**config.mk**
```make
export PLATFORM = sky130hd
export DESIGN_NAME = mmio_uart_io_flat
export DESIGN_NICKNAME = d
export VERILOG_FILES = /design/src/rtl/mmio_uart_io_pkg.sv /design/src/rtl/mmio_uart_io_if.sv /design/src/rtl/mmio_uart_io_sync_fifo.sv /design/src/rtl/mmio_uart_io.sv /design/src/flat_wrapper.sv
export SDC_FILE = /design/constraint.sdc
export NUM_CORES = 1
export LEC_CHECK = 0
export BUFFER_PORTS_ARGS = -buffer_cell sky130_fd_sc_hd__buf_2
export CORE_ASPECT_RATIO = 1.5
export CORE_UTILIZATION = 40
export CTS_CLUSTER_DIAMETER = 60
export DETAILED_ROUTE_END_ITERATION = 10
export GPL_TIMING_DRIVEN = 0
export HOLD_SLACK_MARGIN = 0.06
export PLACE_DENSITY = 0.58
export SETUP_SLACK_MARGIN = 0.3
export SYNTH_ARGS = -nofsm -noshare
export SYNTH_HDL_FRONTEND = slang
export SYNTH_HIERARCHICAL = 1
export SYNTH_SLANG_ARGS = --single-unit
export TNS_END_PERCENT = 5
```
**constraint.sdc**
```tcl
create_clock -name clk -period 10.5 [get_ports clk]
set_input_delay 0.525 -clock clk [delete_from_list [all_inputs] [get_ports clk]]
set_output_delay 0.525 -clock clk [all_outputs]
set_load 0.01 [all_outputs]
```
**src/rtl/mmio_uart_io_pkg.sv**
```systemverilog
// Shared register map, state encodings and helpers for the MMIO UART/LED slave.
package mmio_pkg;

  localparam logic [31:0] ADDR_LED    = 32'h0000_C000;
  localparam logic [31:0] ADDR_SW     = 32'h0000_C001;
  localparam logic [31:0] ADDR_TXDATA = 32'h0000_C004;
  localparam logic [31:0] ADDR_STATUS = 32'h0000_C005;
  localparam logic [31:0] ADDR_RXDATA = 32'h0000_C006;
  localparam logic [31:0] ADDR_DIV    = 32'h0000_C008;
  localparam logic [31:0] DEAD_WORD   = 32'h0000_DEAD;

  localparam logic [15:0] MIN_DIV = 16'd4;

  typedef enum logic [1:0] {TX_IDLE, TX_START, TX_DATA, TX_STOP} tx_state_t;
  typedef enum logic [1:0] {RX_IDLE, RX_START, RX_DATA, RX_STOP} rx_state_t;

  // Divisors below MIN_DIV leave no room for the half-bit start sample.
  function automatic logic [15:0] clamp_div(input logic [15:0] d);
    if (d < MIN_DIV) return MIN_DIV;
    return d;
  endfunction

endpackage

```
**src/rtl/mmio_uart_io_if.sv**
```systemverilog
// CPU external data bus as seen by the MMIO slave.
interface mmio_uart_io_if;
  logic [31:0] addr;
  logic        re;
  logic        we;
  logic [31:0] wdata;
  logic [31:0] rdata;

  modport master (output addr, output re, output we, output wdata, input rdata);
  modport slave  (input addr, input re, input we, input wdata, output rdata);
endinterface

```
**src/rtl/mmio_uart_io_sync_fifo.sv**
```systemverilog
// Synchronous FIFO with wrap-bit pointers; a push while full is accepted only if a pop frees a slot.
module sync_fifo #(
  parameter int unsigned WIDTH = 8,
  parameter int unsigned DEPTH = 8
) (
  input  logic             clk,
  input  logic             rst_n,
  input  logic             push,
  input  logic [WIDTH-1:0] din,
  input  logic             pop,
  output logic [WIDTH-1:0] dout,
  output logic             full,
  output logic             empty
);
  localparam int unsigned AW = $clog2(DEPTH);

  logic [WIDTH-1:0] mem [DEPTH];
  logic [AW:0]      wr_ptr;
  logic [AW:0]      rd_ptr;
  logic             do_push;
  logic             do_pop;

  assign empty   = (wr_ptr == rd_ptr);
  assign full    = (wr_ptr[AW] != rd_ptr[AW]) && (wr_ptr[AW-1:0] == rd_ptr[AW-1:0]);
  assign do_pop  = pop && !empty;
  assign do_push = push && (!full || do_pop);
  assign dout    = mem[rd_ptr[AW-1:0]];

  always_ff @(posedge clk) begin
    if (!rst_n) begin
      wr_ptr <= '0;
      rd_ptr <= '0;
    end else begin
      if (do_push) wr_ptr <= wr_ptr + (AW+1)'(1);
      if (do_pop)  rd_ptr <= rd_ptr + (AW+1)'(1);
    end
  end

  always_ff @(posedge clk) begin
    if (do_push) mem[wr_ptr[AW-1:0]] <= din;
  end
endmodule

```
**src/rtl/mmio_uart_io.sv**
```systemverilog
// MMIO slave above DM space: LED register, synchronised switches, 8N1 UART with TX FIFO, baud divisor.
module mmio_uart_io
  import mmio_pkg::*;
#(
  parameter int unsigned DEFAULT_DIV = 434,
  parameter int unsigned TX_DEPTH    = 8,
  parameter int unsigned LED_W       = 10
) (
  input  logic             clk,
  input  logic             rst_n,
  mmio_uart_io_if.slave    bus,
  input  logic [LED_W-1:0] sw,
  output logic [LED_W-1:0] led,
  input  logic             uart_rx,
  output logic             uart_tx
);
  logic [LED_W-1:0] sw_s1, sw_s2;
  logic             rx_s1, rx_s2, rx_prev;
  logic [15:0]      div;

  logic wr_led, wr_tx, wr_status, wr_div, rd_rx, clr_ovr;
  assign wr_led    = bus.we && (bus.addr == ADDR_LED);
  assign wr_tx     = bus.we && (bus.addr == ADDR_TXDATA);
  assign wr_status = bus.we && (bus.addr == ADDR_STATUS);
  assign wr_div    = bus.we && (bus.addr == ADDR_DIV);
  assign rd_rx     = bus.re && (bus.addr == ADDR_RXDATA);
  assign clr_ovr   = wr_status && bus.wdata[3];

  logic unused_wdata;
  assign unused_wdata = ^bus.wdata[31:16];

  // TX side
  tx_state_t   tx_state;
  logic [15:0] tx_cnt, tx_div;
  logic [2:0]  tx_bit;
  logic [7:0]  tx_sh;
  logic        tx_end, tx_pop, tx_line, tx_idle;
  logic [7:0]  fifo_dout;
  logic        tx_full, tx_empty;

  sync_fifo #(.WIDTH(8), .DEPTH(TX_DEPTH)) u_tx_fifo (
    .clk   (clk),
    .rst_n (rst_n),
    .push  (wr_tx),
    .din   (bus.wdata[7:0]),
    .pop   (tx_pop),
    .dout  (fifo_dout),
    .full  (tx_full),
    .empty (tx_empty)
  );

  assign tx_end  = (tx_cnt == tx_div - 16'd1);
  assign tx_pop  = !tx_empty && ((tx_state == TX_IDLE) || ((tx_state == TX_STOP) && tx_end));
  assign tx_idle = tx_empty && (tx_state == TX_IDLE);

  always_comb begin
    tx_line = 1'b1;
    case (tx_state)
      TX_START: tx_line = 1'b0;
      TX_DATA:  tx_line = tx_sh[0];
      default:  tx_line = 1'b1;
    endcase
  end

  // uart_tx is the registered image of the state, so the line trails the pop by two edges.
  always_ff @(posedge clk) begin
    if (!rst_n) begin
      tx_state <= TX_IDLE;
      tx_cnt   <= '0;
      tx_bit   <= '0;
      tx_sh    <= '0;
      tx_div   <= 16'(DEFAULT_DIV);
      uart_tx  <= 1'b1;
    end else begin
      uart_tx <= tx_line;
      case (tx_state)
        TX_IDLE: if (tx_pop) begin
          tx_state <= TX_START;
          tx_sh    <= fifo_dout;
          tx_div   <= div;
          tx_cnt   <= '0;
        end
        TX_START: if (tx_end) begin
          tx_state <= TX_DATA;
          tx_cnt   <= '0;
          tx_bit   <= '0;
        end else tx_cnt <= tx_cnt + 16'd1;
        TX_DATA: if (tx_end) begin
          tx_cnt <= '0;
          tx_sh  <= {1'b0, tx_sh[7:1]};
          tx_bit <= tx_bit + 3'd1;
          if (tx_bit == 3'd7) tx_state <= TX_STOP;
        end else tx_cnt <= tx_cnt + 16'd1;
        TX_STOP: if (tx_end) begin
          tx_cnt <= '0;
          if (tx_pop) begin
            tx_state <= TX_START;
            tx_sh    <= fifo_dout;
            tx_div   <= div;
          end else tx_state <= TX_IDLE;
        end else tx_cnt <= tx_cnt + 16'd1;
      endcase
    end
  end

  // RX side
  rx_state_t   rx_state;
  logic [15:0] rx_cnt, rx_div;
  logic [2:0]  rx_bit;
  logic [7:0]  rx_sh, rx_byte;
  logic        rx_valid, rx_ovr, rx_end, rx_half, rx_done;

  assign rx_end  = (rx_cnt == rx_div - 16'd1);
  assign rx_half = (rx_cnt == (rx_div >> 1) - 16'd1);
  assign rx_done = (rx_state == RX_STOP) && rx_end && rx_s2;

  always_ff @(posedge clk) begin
    if (!rst_n) begin
      sw_s1   <= '0;
      sw_s2   <= '0;
      rx_s1   <= 1'b0;
      rx_s2   <= 1'b0;
      rx_prev <= 1'b0;
      led     <= '0;
      div     <= 16'(DEFAULT_DIV);
    end else begin
      sw_s1   <= sw;
      sw_s2   <= sw_s1;
      rx_s1   <= uart_rx;
      rx_s2   <= rx_s1;
      rx_prev <= rx_s2;
      if (wr_led) led <= bus.wdata[LED_W-1:0];
      if (wr_div) div <= clamp_div(bus.wdata[15:0]);
    end
  end

  always_ff @(posedge clk) begin
    if (!rst_n) begin
      rx_state <= RX_IDLE;
      rx_cnt   <= '0;
      rx_bit   <= '0;
      rx_sh    <= '0;
      rx_div   <= 16'(DEFAULT_DIV);
      rx_byte  <= '0;
      rx_valid <= 1'b0;
      rx_ovr   <= 1'b0;
    end else begin
      case (rx_state)
        RX_IDLE: if (rx_prev && !rx_s2) begin
          rx_state <= RX_START;
          rx_cnt   <= '0;
          rx_div   <= div;
        end
        RX_START: if (rx_half) begin
          rx_cnt <= '0;
          rx_bit <= '0;
          rx_state <= rx_s2 ? RX_IDLE : RX_DATA;
        end else rx_cnt <= rx_cnt + 16'd1;
        RX_DATA: if (rx_end) begin
          rx_cnt <= '0;
          rx_sh  <= {rx_s2, rx_sh[7:1]};
          rx_bit <= rx_bit + 3'd1;
          if (rx_bit == 3'd7) rx_state <= RX_STOP;
        end else rx_cnt <= rx_cnt + 16'd1;
        RX_STOP: if (rx_end) begin
          rx_cnt   <= '0;
          rx_state <= RX_IDLE;
        end else rx_cnt <= rx_cnt + 16'd1;
      endcase

      // A read coinciding with a new byte consumes the old one, so no overrun.
      if (rx_done) begin
        rx_byte  <= rx_sh;
        rx_valid <= 1'b1;
      end else if (rd_rx) begin
        rx_valid <= 1'b0;
      end
      if (rx_done && rx_valid && !rd_rx) rx_ovr <= 1'b1;
      else if (clr_ovr)                  rx_ovr <= 1'b0;
    end
  end

  always_comb begin
    bus.rdata = DEAD_WORD;
    case (bus.addr)
      ADDR_LED:    bus.rdata = {{(32-LED_W){1'b0}}, led};
      ADDR_SW:     bus.rdata = {{(32-LED_W){1'b0}}, sw_s2};
      ADDR_STATUS: bus.rdata = {28'b0, rx_ovr, rx_valid, tx_full, tx_idle};
      ADDR_RXDATA: bus.rdata = {24'b0, rx_byte};
      ADDR_DIV:    bus.rdata = {16'b0, div};
      default:     bus.rdata = DEAD_WORD;
    endcase
  end
endmodule
```
**src/flat_wrapper.sv**
```systemverilog
// flat-port wrapper written by rule: the top's interface ports become plain ports
module mmio_uart_io_flat import mmio_pkg::*;
#(
  parameter int unsigned DEFAULT_DIV = 434,
  parameter int unsigned TX_DEPTH    = 8,
  parameter int unsigned LED_W       = 10
)
  (clk, rst_n, sw, led, uart_rx, uart_tx, bus_addr, bus_re, bus_we, bus_wdata, bus_rdata);
  mmio_uart_io_if bus_i ();
  input  logic clk;
  input  logic rst_n;
  input  logic [LED_W-1:0] sw;
  output logic [LED_W-1:0] led;
  input  logic uart_rx;
  output logic uart_tx;
  input wire logic [$bits(bus_i.addr)-1:0] bus_addr;
  input wire logic [$bits(bus_i.re)-1:0] bus_re;
  input wire logic [$bits(bus_i.we)-1:0] bus_we;
  input wire logic [$bits(bus_i.wdata)-1:0] bus_wdata;
  output wire logic [$bits(bus_i.rdata)-1:0] bus_rdata;
  assign bus_i.addr = bus_addr;
  assign bus_i.re = bus_re;
  assign bus_i.we = bus_we;
  assign bus_i.wdata = bus_wdata;
  assign bus_rdata = bus_i.rdata;
  mmio_uart_io #(.DEFAULT_DIV(DEFAULT_DIV), .TX_DEPTH(TX_DEPTH), .LED_W(LED_W)) u_core (.clk(clk), .rst_n(rst_n), .bus(bus_i), .sw(sw), .led(led), .uart_rx(uart_rx), .uart_tx(uart_tx));
endmodule
```
# == Word-level counts from Yosys, hierarchy flattened ==
# Memories as Yosys holds them, arrays and structs flattened. A register that Yosys moved wholly into a read port is not among the register bits.
# Cells that the tools add are included.
# word_totals
elab_cells,154
mem_bits_rw,64
n_memories,1
ff_bits,158
out_inout_bits,43
# memory_table
memory,words,width,read_ports,rd_ports_with_merged_regs,wr,line_no,text
u_core.u_tx_fifo.mem,8,8,1,1,1,mmio_uart_io_sync_fifo.sv:17,logic [WIDTH-1:0] mem [DEPTH];
# classes
n_addsub,9
n_eq_ne,30
n_lt_le_gt_ge,1
muxes,49
n_reduce_logical,41
# ops
cell,count
$eq 32x16->1 const B,6
$mux 16,9
$pmux 16 s5,1
$pmux 16 s2,2
$eq 16x16->1,3
$pmux 16 s3,1
$add 16x1->16 const B,2
$sub 16x1->16 const B,2
$mux 8,3
$pmux 8 s3,1
$mux 2,11
$mux 3,6
$ne 2x1->1 const B,9
$logic_and 1x1->1,17
$lt 16x3->1 const B,1
$pmux 2 s4,2
$sub 15x1->16 const B,1
$pmux 3 s2,2
$mux 1,10
$reduce_and 5->1,2
$reduce_bool 2->1,5
$reduce_and 3->1,3
$add 4x1->4 const B,2
$eq 2x2->1 const B,4
15 further kinds,25

# == Depth between registers and ports, before layout ==
# Gate-level depths: netlist of run 1.
# depth
depth_word,10
ltp_mapped,13

# == By module ==
# Netlist of run 1, hierarchy kept.
# modules_own_cells
mod,area_per_inst_um2,cells_per_inst,instances
mmio_uart_io,8434.3,1054,1
sync_fifo,2989.1,164,1

# == Least setup slack after synthesis of run 1 ==
# No wires, ideal clock.
# synth_path
path_type,reg-to-reg
from,register u_core.tx_div[2]
to,memory u_core.u_tx_fifo.mem[0][0] (enable)
path_buffers,1
path_slack_ns,6.790
required_time_ns,10.105
arrival_ns,3.316
stages_incl_launch_ff,11
path_cell_list,dfxtp_1 buf_6 or4_4 or3_1 a211oi_2 nand4_2 nor4b_4 a21oi_1 nor2_1 o21ai_2 nor4_1
# synth_via
elab_chain_len,10
# synth_lines
element,line_no,text
start: declaration,mmio_uart_io.sv:34,"logic [15:0] tx_cnt, tx_div;"
start signal: assignment,mmio_uart_io.sv:72,tx_div <= 16'(DEFAULT_DIV);
start signal: assignment,mmio_uart_io.sv:80,tx_div <= div;
start signal: assignment,mmio_uart_io.sv:99,tx_div <= div;
$sub 16x1->16,mmio_uart_io.sv:52,assign tx_end = (tx_cnt == tx_div - 16'd1);
$eq 16x16->1,mmio_uart_io.sv:52,
$logic_and 1x1->1,mmio_uart_io.sv:53,assign tx_pop = !tx_empty && ((tx_state == TX_IDLE) || ((tx_state == TX_STOP) && tx_end));
$logic_or 1x1->1,mmio_uart_io.sv:53,
$logic_and 1x1->1,mmio_uart_io.sv:53,
named net u_core.tx_pop,mmio_uart_io.sv:37,"logic tx_end, tx_pop, tx_line, tx_idle;"
$logic_and 1x1->1,mmio_uart_io_sync_fifo.sv:25,assign do_pop = pop && !empty;
$logic_or 1x1->1,mmio_uart_io_sync_fifo.sv:26,assign do_push = push && (!full || do_pop);
$logic_and 1x1->1,mmio_uart_io_sync_fifo.sv:26,
$mux 1,mmio_uart_io_sync_fifo.sv:40,if (do_push) mem[wr_ptr[AW-1:0]] <= din;
$mux 1 (not written as such),mmio_uart_io_sync_fifo.sv:40,
end: declaration,mmio_uart_io_sync_fifo.sv:17,
# The timed path passes the listed nets, and every way through them passes these cells.

# == Worst setup path after layout of run 1 ==
# layout_path
from,register u_core.tx_div[0]
to,memory u_core.u_tx_fifo.mem[2][5] (enable)
# Same word-level chain as after synthesis.

==> run metrics, run 1 <==
asr flop ratio synth=0%; Highest Signal Layer=met4; Die Span Y=approximately 210 µm; vias per inst=5.542; Finished Layout Cells=between 1,500 and 2,000; CTS sink cnt=225; TNS Setup=0 ns; HPWL after detailed placement=between 20 and 25 mm; Main synth FF type=dfxtp_1; status=finished, final reports clean; PD cells=146.3 nW/µm²; Port Buffers=~90; Max IR drop VDD=between 100 and 150 µV; post-cts repair resize count=0; Rows=75; Seq cells post-synth=between 200 and 250; final count of hold timing violations=0; Mapped Area=approximately 11,000 µm²; initial antenna violation count=0; sequential element share of the synthesized area=a little under half; area delta synth->final=15.16%; nets@finish=1,443; number of CTS-inserted buffers=23; Required @ worst endpoint=~11 ns; wire per inst=about 18 µm; DRT iter0 DRCs=between 600 and 700; Setup-failing EPs final=0; max cap viols=0; GRT Util Overall=between 20% and 30%; crit start category=register; Rel. slew slack=15.39%; routed length on met2=15.63 mm; Post-CTS Repair Setup Buffers=0; Core Region=~28,000 µm²; fin. max-slew vios=0; Synth Instances=between 1,000 and 1,500; Routed met1 length=~13 mm; Post-Syn Area per Cell=roughly 9.4 µm²; CP Data Arrival Time=about 4.7 ns; cell area after layout=13,160 µm²; CTS tree=done; CP Cell Sequence=inv_1 > ha_1 > nor4b_2 > nand3_1 > xnor2_1 > o21ai_1 > nor4b_4 > a21oi_1 > nor2_1 > o21ai_2 > nor3_1; Pleak=4.841 nW; final worst setup slack=between 5 and 6 ns; die width=140.0 µm; CP top delay family=simple AND/OR/NAND/NOR gates; YS warnings=6; DRC errors left=0; Clock Skews=0.01018 ns; global-route wire length before repair=48.86 mm; EDFF count, synth=64; io pins=122; Fill cells=~2,700; antenna diode count=0; Crit-path slowest cell=nor3_1; Cell variety after synth=between 70 and 80; via count=about 9,500; crit path kind=register to register; CTS root buf=clkbuf_16; First-pass DRT Iterations=5; vias in the first global route=9,013; Clock Path Buffers=3; # H-tree levels=1; maximum clock frequency=roughly 220 MHz; post-place instance area=between 10,000 and 15,000 µm²; Tcrit/Tclk final=between 40% and 50%; Period minus WS final=between 4 and 5 ns; Clock Latency Late Sink=~0.52 ns; Detail Route Antenna Nets=0; Crit Path Max Fanout=8; die area=~30,000 µm²; layout cells sized above 1=around 16%; Slew @ Worst Pin=about 1.3 ns; Setup crit end kind=register; hold_buf cts=0; RSZ-0062 raised after global routing=no; met3 WL=roughly 1.5 mm; total gr overflow=0; placed insts=1,668; CP peak stage delay=~1.1 ns; initial core utilization=40.71%; gpl congestion=around 0.81; Worst-path clk slew=around 0.060 ns; largest net degree at the start of global routing=15; Bufs and invs on worst path=1; Design Power=approximately 0.0019 W; hold crit path type=input pin to register; final WL=around 31 mm; pre-CTS setup slack=slightly below 6 ns
[flip-flops by register name, summed over array words and instances, names as in the netlist, 2 cells and up, named ones only]
name / flops
u_core/u_tx_fifo/rd_ptr: 4
u_core/tx_state: 2
u_core/u_tx_fifo/mem: 64
u_core/tx_cnt: 16
u_core/tx_div: 16
u_core/rx_cnt: 16
u_core/sw_s1: 10
u_core/rx_sh: 8
u_core/tx_bit: 3
u_core/tx_sh: 8
u_core/rx_byte: 8
u_core/div: 16
u_core/rx_div: 16
u_core/rx_bit: 3
u_core/sw_s2: 10
u_core/u_tx_fifo/wr_ptr: 4
u_core/led: 10
[where the power goes]
part	leakage (nW)	internal, W	total, W	switching [W]
clock	0.381	0.000510	0.000852	0.000342
combinational	2.58	0.0000536	0.000164	0.000111
sequential	1.88	0.000901	0.000908	0.00000715
total	4.84	0.00146	0.00192	0.000460
[metal layers]
layer  vias to the layer above  global-route usage [%]
li1                       4661                       -
met1                      4493                   24.98
met2                       260                   38.33
met3                        47                   3.346
met4                         0                   8.640
met5                         -                       0
[per-stage QoR]
stage | hold slack, ns | util, %
2_1_floorplan | 0.4057 | -
3_3_place_gp | 0.4151 | 44.03
3_5_place_dp | 0.4177 | 44.10
4_1_cts | 0.1960 | 46.87
5_1_grt | 0.2032 | 46.89
6_report | 0.2133 | 46.89
[path summary, 6_finish.rpt]
kind,startpoint,cells past startpoint,endpoint,slack [ns]
hold reg to reg,u_core/sw_s1[8],1,u_core/sw_s2[8],0.43
setup reg to reg,u_core/tx_div[0],11,u_core/u_tx_fifo/mem[2][5],5.91
setup / recovery,u_core/tx_div[0],11,u_core/u_tx_fifo/mem[2][5],5.91
hold / removal,sw[2],2,u_core/sw_s1[2],0.21
[placed cells by master, fill, tap and decap left out, types with 9 or more instances in the layout]
master | Yosys | layout
clkbuf_16 | 0 | 23
nand4_1 | 10 | 10
nor2b_1 | 9 | 9
nor2_1 | 56 | 56
dfxtp_1 | 161 | 161
mux4_2 | 16 | 16
xnor2_1 | 40 | 40
nand2_1 | 156 | 156
a21oi_1 | 71 | 71
buf_4 | 19 | 20
buf_2 | 8 | 96
mux2i_1 | 25 | 25
nand3_1 | 65 | 65
ha_1 | 17 | 17
xor2_1 | 24 | 24
clkbuf_1 | 61 | 64
o31ai_1 | 23 | 23
or3_1 | 18 | 18
nor3_1 | 38 | 37
inv_1 | 24 | 24
nand2b_1 | 16 | 16
a31oi_1 | 14 | 14
and3_1 | 27 | 27
o221a_2 | 11 | 11
nor4_1 | 16 | 15
edfxtp_1 | 64 | 64
conb_1 | 1 | 16
and2_1 | 43 | 43
o21ai_0 | 42 | 42
o21ai_1 | 14 | 14
[Yosys cell counts (6+ instances only)]
library cell | instances | area [µm²]
dfxtp_1 | 161 | 3223
nand2_1 | 156 | 585.6
a21oi_1 | 71 | 355.3
nand3_1 | 65 | 325.3
edfxtp_1 | 64 | 1922
clkbuf_1 | 61 | 229.0
nor2_1 | 56 | 210.2
and2_1 | 43 | 269.0
o21ai_0 | 42 | 210.2
xnor2_1 | 40 | 350.3
nor3_1 | 38 | 190.2
and3_1 | 27 | 168.9
mux2i_1 | 25 | 250.2
inv_1 | 24 | 90.09
xor2_1 | 24 | 210.2
o31ai_1 | 23 | 172.7
buf_4 | 19 | 142.6
or3_1 | 18 | 112.6
ha_1 | 17 | 212.7
mux4_2 | 16 | 360.4
nand2b_1 | 16 | 100.1
nor4_1 | 16 | 100.1
a31oi_1 | 14 | 87.58
o21ai_1 | 14 | 70.07
o221a_2 | 11 | 123.9
nand4_1 | 10 | 62.56
nor2b_1 | 9 | 56.30
nor4b_1 | 9 | 78.83
a21o_1 | 8 | 60.06
a221oi_1 | 8 | 70.07
buf_2 | 8 | 40.04
mux2_2 | 8 | 90.09
a211oi_1 | 6 | 45.04
a222oi_1 | 6 | 60.06
o211ai_1 | 6 | 45.04
[cells by family after synthesis]
logic type / synth area share (%)
AO/OA/AOI/OAI: 14.75
XOR/XNOR: 4.907
adder cells (fa/ha/maj): 1.862
buffers and inverters: 4.863
flip-flops: 45.04
multiplexers: 6.134
other: 0.03283
AND/OR/NAND/NOR: 22.41
[final cells by class]
cell class                 instances  area (µm²)  share of cell area, %
timing repair buffer              89       447.9                  3.405
tap                              346       432.9                  3.291
buffer                            96       457.9                  3.481
multi-input combinational        886        5797                  44.07
clock inverter                     8       121.4                 0.9226
sequential                       225        5145                  39.11
clock buffer                      31       655.6                  4.984
inverter                          26       97.59                 0.7419
No activity file was read; power rests on OpenSTA's default activity.
==> inputs of run 2 (changes only) <==
==> constraint.sdc (replaced) <==
create_clock -name clk -period 4.81 [get_ports clk]
set_input_delay 0.2405 -clock clk [delete_from_list [all_inputs] [get_ports clk]]
set_output_delay 0.2405 -clock clk [all_outputs]
set_load 0.01 [all_outputs]
==> run 2 against run 1 <==
  * Flip-flop and latch count did not move
  * Clock-buffer cell count did not move
  * Clock skew fell by 0.0011 ns
  * Final cell count rose by 1.2%
  * Critical path type unchanged
  * Largest cell class unchanged
==> run metrics, run 2 (synthesis results as in run 1) <==
status=finished, final reports clean; largest net degree at the start of global routing=15 (unchanged); DRC errors left=0 (unchanged); number of CTS-inserted buffers=23 (unchanged); PD cells=315.1 nW/µm² (+120%); crit path kind=register to register; Post-CTS Repair Setup Buffers=0 (unchanged); Die Span Y=209.0 µm (unchanged); # H-tree levels=1 (unchanged); Hold Path End=u_core/led[6]; Setup-failing EPs final=0 (unchanged); r2r setup slk=0.58 ns (-5.33 ns); Fill cells=2,687 (-0.59%); Fin Hold WS=0.07445 ns (-0.1389 ns); vias per inst=5.538 (about the same); TNS Setup=0 ns (unchanged); Period minus WS final=4.231 ns (-0.3622 ns); fin util=47.70% (+0.82 points); commonest non-fill, non-tap cells in the layout=dfxtp_1, nand2_1, buf_2; Clock Latency Late Sink=0.52 ns (about the same); crit start category=register; Slew @ Worst Pin=1.161 ns (-0.09854 ns); HPWL after detailed placement=23.35 mm (unchanged); CP top delay family=simple AND/OR/NAND/NOR gates; die width=140.0 µm (unchanged); Hold Path Depth=3 (+1); Port Buffers=88 (unchanged); most used cell, CP=nor2_1; GRT Util Overall=21.42% (+0.14 points); antenna diode count=0 (unchanged); initial antenna violation count=0 (unchanged); wire per inst=18.16 µm (-0.15%); Crit-path slowest cell=nor2_1; Reg2Reg Depth=11 (unchanged); pre-CTS setup slack=0.1938 ns (-5.690 ns); Finished Layout Cells=1,728 (+1.2%); layout cells sized above 1=15.70% (+0.052 points); Bufs and invs on worst path=1 (unchanged); most common cell after layout, fill and taps aside=dfxtp_1; placed insts=1,668 (unchanged); Worst-path clk slew=0.06 ns (about the same); Rows=75 (unchanged); CTS tree=done; DRT iter0 DRCs=567 (-8.8%); RSZ-0062 raised after global routing=yes; total gr overflow=0 (unchanged); area delta synth->final=17.16%; Rel. slew slack=21.52% (+6.1 points); initial core utilization=40.71% (unchanged); max cap viols=0 (unchanged); CP peak stage delay=0.70 ns (-0.37 ns); global-route wire length before repair=49.22 mm (+0.73%); Detail Route Antenna Nets=0 (unchanged); final worst setup slack=0.5794 ns (-5.328 ns); gpl congestion=0.8130 (unchanged); CTS sink cnt=225 (unchanged); CTS root buf=clkbuf_16; vias in the first global route=9,132 (+1.3%); register area=5145 µm² (unchanged); multi-input logic area=5816 µm² (+0.32%); maximum clock frequency=236.4 MHz (+8.6%); fin. max-slew vios=0 (unchanged); io pins=122 (unchanged); final WL=31.37 mm (+1.1%); Setup crit end kind=register; CP Data Arrival Time=4.38 ns (-0.34 ns); Core Region=28,060 µm² (unchanged); Max IR drop VDD=317.1 µV (+120%); final count of hold timing violations=0 (unchanged); Clock Skews=0.009085 ns (-0.001096 ns); Crit Path Max Fanout=8 (unchanged); Worst Min Path Start=bus_wdata[6]; CP Cell Sequence=inv_1 > ha_1 > nor4b_2 > nand3_1 > xnor2_1 > o21ai_1 > nor4b_4 > a21oi_1 > nor2_1 > o211ai_1 > nor2_1; hold crit path type=input pin to register; Clock Path Buffers=3 (unchanged); max reg flops=64 (unchanged); Critical Path Source=u_core/tx_div[0]; Reg2Reg Capture Point=u_core/u_tx_fifo/mem[6][2]; First-pass DRT Iterations=9 (+4); Pleak=4.933 nW (+1.9%); Tcrit/Tclk final=87.95% (+44 points); Required @ worst endpoint=4.96 ns (-5.67 ns); nets@finish=1,464 (+1.5%); die area=29,250 µm² (unchanged); reg-to-reg critical path startpoint=u_core/tx_div[0]; via count=9,569 (+1.1%)
run 2: cell types whose count changed in the layout (fill, tap and decap cells not counted):
| cell | previous run | this run |
|---|---|---|
| a21oi_1 | 71 | 70 |
| a21oi_2 | 0 | 1 |
| dlygate4sd3_1 | 0 | 21 |
| nor3_1 | 37 | 34 |
| nor3_2 | 1 | 4 |
run 2: power breakdown:
group          total [W]  leakage [nW]  switching [W]  internal (W)
registers        0.00198          1.88      0.0000153       0.00197
clock network    0.00186         0.381       0.000748       0.00111
logic           0.000373          2.67       0.000245      0.000128
total            0.00422          4.93        0.00101       0.00321
run 2: through the flow:
step / power (W) / area (µm²)
2_1_floorplan: 0.002250 / 11480
3_3_place_gp: 0.002379 / 12350
3_5_place_dp: 0.002382 / 12370
4_1_cts: 0.004257 / 13370
5_1_grt: 0.004370 / 13380
6_report: 0.004217 / 13380
run 2: worst max-delay path by stage:
stage | depth (start not counted) | slack, ns | to
after detailed placement | 11 | 0.19 | u_core/u_tx_fifo/mem[2][5]
after global placement | 11 | -0.07 | u_core/u_tx_fifo/mem[0][2]
after floorplan | 10 | 1.10 | u_core/u_tx_fifo/mem[0][0]
after CTS | 11 | 0.15 | u_core/u_tx_fifo/mem[2][6]
final | 11 | 0.58 | u_core/u_tx_fifo/mem[6][2]
after global routing | 11 | 0.17 | u_core/u_tx_fifo/mem[1][6]
run 2: cell type report:
cell class	instances	share of cell area, %
well taps	346	3.235
flip-flops and latches	225	38.44
clock inverters	8	0.9068
repair buffers	110	4.917
inverters	26	0.7292
multi-input cells	886	43.45
plain buffers	96	3.422
clock buffers	31	4.899
run 2: metal layers:
layer	GRT usage, %	wire [µm]	up-vias
met5	0	0	-
met4	8.640	1066	0
met2	38.76	15820	238
li1	-	-	4699
met1	25.10	13030	4583
met3	3.254	1458	49
run 2: timing repair:
item	in CTS	in global routing
gates resized for setup	1	4
setup endpoints to repair	32	57
pin swaps	0	0
hold buffers	21	0
hold endpoints to repair	32	0
run 2: worst reg2reg max path, delay by kind of cell, from the launching register on:
kind / cells / cell delay, ns
AOI/OAI and AO/OA: 3 / 0.62
xor gates and xnor gates: 1 / 0.22
adders and majority gates: 1 / 0.25
buffers and inverters: 1 / 0.08
DFF: 1 / 0.37
and+or+nand+nor: 5 / 2.32
